[config.mk]
export PLATFORM = sky130hd
export DESIGN_NAME = cmprs_mb_tile_sequencer
export DESIGN_NICKNAME = d
export VERILOG_FILES = /design/src/rtl/cmprs_mb_tile_sequencer.sv
export SDC_FILE = /design/constraint.sdc
export NUM_CORES = 1
export LEC_CHECK = 0
export ABC_AREA = 1
export BUFFER_PORTS_ARGS = -buffer_cell sky130_fd_sc_hd__buf_2
export CORE_ASPECT_RATIO = 1.75
export CORE_MARGIN = 2
export CORE_UTILIZATION = 35
export CTS_BUF_LIST = sky130_fd_sc_hd__clkbuf_4 sky130_fd_sc_hd__clkbuf_8
export DETAILED_ROUTE_END_ITERATION = 12
export GPL_TIMING_DRIVEN = 0
export HOLD_SLACK_MARGIN = 0.06
export PLACE_DENSITY = 0.56
export RECOVER_POWER = 25
export SYNTH_ARGS = -nofsm -noshare
export SYNTH_HDL_FRONTEND = slang
export SYNTH_SLANG_ARGS = --single-unit
[constraint.sdc]
create_clock -name mclk -period 2.99 [get_ports mclk]
set_input_delay 0.598 -clock mclk [delete_from_list [all_inputs] [get_ports mclk]]
set_output_delay 0.598 -clock mclk [all_outputs]
set_load 0.03 [all_outputs]
[src/rtl/cmprs_mb_tile_sequencer.sv]
// Macroblock tile request sequencer for one compressed frame (raster order).
// Latency: start at cycle N -> first tile_valid at N+2; 1 tile/clk with tile_ready held high.
// Backpressure: tile_valid/tile_ready handshake, tile outputs held stable while valid & !ready.
//
// Ports:
//   mclk, mrst            clock, asynchronous active-high reset
//   start, abort          frame control pulses (abort wins over everything)
//   converter_type        compressor type, sampled on an accepted start
//   mb_cols_m1/rows_m1    frame size in macroblocks minus 1, sampled on start
//   tile_*                tile request (origin, size, first/last) with valid/ready
//   busy, done, type_err  status: frame in progress, end-of-frame pulse, bad-type pulse
module cmprs_mb_tile_sequencer (
  input  logic        mclk,
  input  logic        mrst,
  input  logic        start,
  input  logic        abort,
  input  logic [2:0]  converter_type,
  input  logic [9:0]  mb_cols_m1,
  input  logic [11:0] mb_rows_m1,
  output logic        tile_valid,
  input  logic        tile_ready,
  output logic [15:0] tile_x,
  output logic [15:0] tile_y,
  output logic [5:0]  tile_w_m1,
  output logic [5:0]  tile_h_m1,
  output logic        tile_first,
  output logic        tile_last,
  output logic        busy,
  output logic        done,
  output logic        type_err
);

  typedef enum logic [1:0] {
    S_IDLE  = 2'd0,
    S_LOAD  = 2'd1,
    S_ISSUE = 2'd2
  } state_t;

  state_t      state, state_nxt;

  logic [2:0]  type_q;
  logic [9:0]  cols_q;
  logic [11:0] rows_q;
  logic [9:0]  col;
  logic [11:0] row;
  logic [15:0] x_acc;
  logic [15:0] y_acc;
  logic [5:0]  w_m1;
  logic [4:0]  hper;

  logic        type_ok;
  logic        last_col;
  logic        last_row;
  logic        handshake;
  logic        latch_en;
  logic        load_en;
  logic        advance;
  logic        done_set;
  logic        err_set;

  // Types 5 and 6 have no tile geometry.
  always_comb begin
    type_ok = 1'b1;
    if (converter_type == 3'd5 || converter_type == 3'd6) type_ok = 1'b0;
  end

  assign last_col  = (col == cols_q);
  assign last_row  = (row == rows_q);
  assign handshake = tile_valid & tile_ready;

  always_ff @(posedge mclk or posedge mrst) begin
    if (mrst) state <= S_IDLE;
    else      state <= state_nxt;
  end

  always_comb begin
    state_nxt  = state;
    tile_valid = 1'b0;
    busy       = 1'b0;
    latch_en   = 1'b0;
    load_en    = 1'b0;
    advance    = 1'b0;
    done_set   = 1'b0;
    err_set    = 1'b0;
    case (state)
      S_IDLE: begin
        if (!abort && start) begin
          if (type_ok) begin
            latch_en  = 1'b1;
            state_nxt = S_LOAD;
          end else begin
            err_set = 1'b1;
          end
        end
      end
      S_LOAD: begin
        busy = 1'b1;
        if (abort) begin
          state_nxt = S_IDLE;
        end else begin
          load_en   = 1'b1;
          state_nxt = S_ISSUE;
        end
      end
      S_ISSUE: begin
        busy       = 1'b1;
        tile_valid = 1'b1;
        if (abort) begin
          state_nxt = S_IDLE;
        end else if (handshake) begin
          if (last_col && last_row) begin
            done_set  = 1'b1;
            state_nxt = S_IDLE;
          end else begin
            advance = 1'b1;
          end
        end
      end
      default: state_nxt = S_IDLE;
    endcase
  end

  always_ff @(posedge mclk or posedge mrst) begin
    if (mrst) begin
      type_q   <= 3'd0;
      cols_q   <= 10'd0;
      rows_q   <= 12'd0;
      col      <= 10'd0;
      row      <= 12'd0;
      x_acc    <= 16'd0;
      y_acc    <= 16'd0;
      w_m1     <= 6'd0;
      hper     <= 5'd0;
      done     <= 1'b0;
      type_err <= 1'b0;
    end else begin
      done     <= done_set;
      type_err <= err_set;
      if (latch_en) begin
        type_q <= converter_type;
        cols_q <= mb_cols_m1;
        rows_q <= mb_rows_m1;
      end
      if (load_en) begin
        col   <= 10'd0;
        row   <= 12'd0;
        x_acc <= 16'd0;
        y_acc <= 16'd0;
        case (type_q)
          3'd0:    begin w_m1 <= 6'd17; hper <= 5'd16; end
          3'd1:    begin w_m1 <= 6'd19; hper <= 5'd16; end
          3'd7:    begin w_m1 <= 6'd7;  hper <= 5'd8;  end
          default: begin w_m1 <= 6'd15; hper <= 5'd16; end
        endcase
      end
      // Origins are stepped by accumulation so no multiplier is needed.
      if (advance) begin
        if (last_col) begin
          col   <= 10'd0;
          x_acc <= 16'd0;
          row   <= row + 12'd1;
          y_acc <= y_acc + {11'd0, hper};
        end else begin
          col   <= col + 10'd1;
          x_acc <= x_acc + {11'd0, hper};
        end
      end
    end
  end

  assign tile_x     = x_acc;
  assign tile_y     = y_acc;
  assign tile_w_m1  = w_m1;
  assign tile_h_m1  = w_m1;
  assign tile_first = tile_valid & (col == 10'd0) & (row == 12'd0);
  assign tile_last  = tile_valid & last_col & last_row;

endmodule
==> results.md <==
* Async SR Flop Fraction at 1.00
* Die Ht at about 160 microns
* Post-synthesis mux area share at 0
* Adder and majority cell fraction of the synthesized area at 0.0361
* Post-synthesis cell type count at 39
* Rows at 57
* Routed wire length at ~12,000 microns
* Initial Utilization at 0.356
* Setup crit end kind: output port
* Area delta synth->final at 17.7%
* Max Freq at 359 MHz
* Setup TNS at 0 ps
* Post-synth EDFFs at 0
* GRT Residual Overflow at 0
* Worst slew pin tran at 1810 ps
* Leakage power at between 2 and 3 nW
* Total die area at 15,100 sq um
* Syn_area_per_cell at 7.93 sq um
* CTS H-tree depth at 3
* Critical path, cell by cell: inv_1 -> ha_1 -> nand4_1 -> nor4_2 -> nand3_1 -> nor4_2 -> buf_2
* First-pass GRT wire length at 20,900 microns
* CTS tree: yes
* Router iterations before antenna repair at 4
* Io pins at 80
* Largest family of logic cells by synthesized area: simple AND/OR/NAND/NOR gates
* Synthesis-stage register bit count at 87
* Most common cell after layout, fill and taps aside: nand2_1
* Critical Path Most Common Cell: nor4_2
* Clk sinks at 87
* Most frequent cells in the layout: nand2_1 (198), dfrtp_1 (87), buf_2 (83)
* Failing checks: capacitance limit, slew limit
* Synth Area in Simple Gates at 0.283
* Compound-Gate Fraction of Synth Area at 0.0866
* CP bufs+invs at 2
* Clock Path Buffers at 2
* CTS Buf Count at 9
* Core Util, Final at 0.419
* Cells after Synth at 621
* VDD IR max at 0.298 mV
* Total of warnings raised by yosys at 0
* Period Utilization, post-route at 0.931
* Pwr per Cell Area at around 650 nW/um^2
* Max cap viols at 1
* Primary FF master, synth: dfrtp_1
* XOR/XNOR Fraction of Synth Area at 0.0622
* Critical path peak fanout at 4
* CP max stage delay at between 400 and 500 ps
* Startpoint types: flop
* Post-Syn Area at ~4900 sq um
* Max Slew Vio Count at 39
* Critical path data required time at about 2400 ps
* Arr. time, crit path at 2180 ps
* CP delay by family, top: simple AND/OR/NAND/NOR gates
* Vias per inst at 4.70
* Endpoints failing setup at 0
* Tot GR Track Use at 0.175
* # hold bufs at CTS at 0
* N_diodes at 0
* Post-Route Skew at 16.0 ps
* DRC Markers at 0
* CTS root buf: clkbuf_8
* Worst-Skew Late Latency at 370 ps
* Vias in the first global route at 4,341
* I/O Buffers at 74
* GPL Wtd Cong at 0.859
* Nets at 754
* Tot Pwr at 3.76 mW
* Clock transition at path regs at 100 ps
* Core footprint at 13,800 sq um
* Slowest-stage cell, CP: dfrtp_1
* HPWL after DPL at 9290 microns
* DRT antenna net count at 0
* Kind of critical path: flop to output port
* Rel. slew slack at -0.214
* Largest net degree at the start of global routing at 50
* DRT iter0 DRCs at 204
* DR WL/cell at 13.5 microns
* Via count at roughly 4,200
* Initial antenna violation count at 0
* Share of layout cells above drive strength 1 at 0.214
* Min cycle time layout at 2780 ps
* Status: finished, violations left
* Worst Hold Class: input pin to flop
* Width of the die at 93.7 microns
* RSZ-0062 raised after global routing: false
* Register area share after synthesis at 0.442
* Final hold vios at 0
* # fillers at 1,497
## worst paths after layout
path | from | to | slack (ps) | depth (start not counted)
setup reg to reg | hper[3] | tile_x[15] | 820 | 9
min in group asynchronous | mrst | tile_x[15] | 660 | 2
hold reg to reg | tile_y[2] | tile_y[2] | 490 | 2
hold / removal | mb_rows_m1[2] | rows_q[2] | 430 | 3
max in group asynchronous | mrst | rows_q[7] | 1420 | 3
setup / recovery | col[1] | tile_first | 210 | 7
## tightest hold or removal path, delay by kind of cell
| kind | cells | cell delay (ps) |
|---|---|---|
| and+or+nand+nor | 2 | 90 |
| buffers and inverters | 1 | 80 |
## sequential cells by signal (all words and copies together), names as in the netlist
register   flops
tile_h_m1      5
type_err       1
tile_y        16
col           10
rows_q        12
done           1
row           12
state          2
tile_x        13
cols_q        10
type_q         3
hper           2
## cells by family (layout without fill, tap and decap cells)
| logic type | after synthesis | count (layout) |
|---|---|---|
| compound gates | 67 | 67 |
| other cells | 1 | 5 |
| xor+xnor | 35 | 35 |
| fa+ha+maj | 13 | 13 |
| simple gates | 321 | 321 |
| flops | 87 | 87 |
| buf+inv | 97 | 188 |
## power by group
part	total (mW)	leakage, nW	switching, mW	internal [mW]
clock	0.933	0.116	0.442	0.491
combinational	1.22	1.66	0.790	0.434
sequential	1.61	1.15	0.185	1.42
## cell usage after synthesis, types with 5 or more instances
cell      number  share of area
nand2_1      198           0.15
dfrtp_1       87           0.44
inv_1         62          0.047
nand3_1       46          0.047
nor2_1        41          0.031
xor2_1        21          0.037
o21ai_2       20          0.036
o21ai_0       19          0.019
o21ai_1       18          0.018
xnor2_1       14          0.025
buf_4         11          0.017
ha_1          11          0.028
buf_2          9         0.0091
nand4_1        7         0.0089
clkbuf_1       6         0.0046
nor4_1         6         0.0076
nand3b_1       5         0.0076
## routing by layer
| layer | vias up | wire length [microns] | track usage |
|---|---|---|---|
| met5 | - | 0 | 0 |
| met4 | 0 | 393 | 0.0843 |
| met3 | 24 | 409 | 0.0178 |
| met2 | 97 | 6360 | 0.314 |
| met1 | 1944 | 4880 | 0.205 |
| li1 | 2136 | - | - |
## cell type report
class / count / area, sq um / area share
timing repair buffer: 75 / 398 / 0.0687
multi-input combinational: 441 / 2340 / 0.403
clock buffer: 10 / 138 / 0.0238
buffer: 30 / 188 / 0.0324
tap: 177 / 221 / 0.0382
sequential: 87 / 2180 / 0.376
clock inverter: 6 / 83.8 / 0.0145
inverter: 67 / 253 / 0.0436
## stage by stage
| stage | cell area (sq um) | hold slack (ps) | instances | setup WS, ps |
|---|---|---|---|---|
| detailed placement | 5560 | 479 | 877 | 352 |
| CTS | 5790 | 271 | 893 | 8.44 |
| global route | 5790 | 440 | 893 | 102 |
| global placement | 5530 | 478 | 876 | -1010 |
| floorplan | 4940 | 457 | 625 | 142 |
| finish | 5790 | 430 | 893 | 207 |
## timing repair
action	in CTS	in global routing
setup buffers	0	0
endpoints found under the setup margin	1	1
pin swaps	0	0
cloned	0	0
resized for setup	1	1
endpoints found under the hold margin	0	0
(Power assumes the default switching activity.)
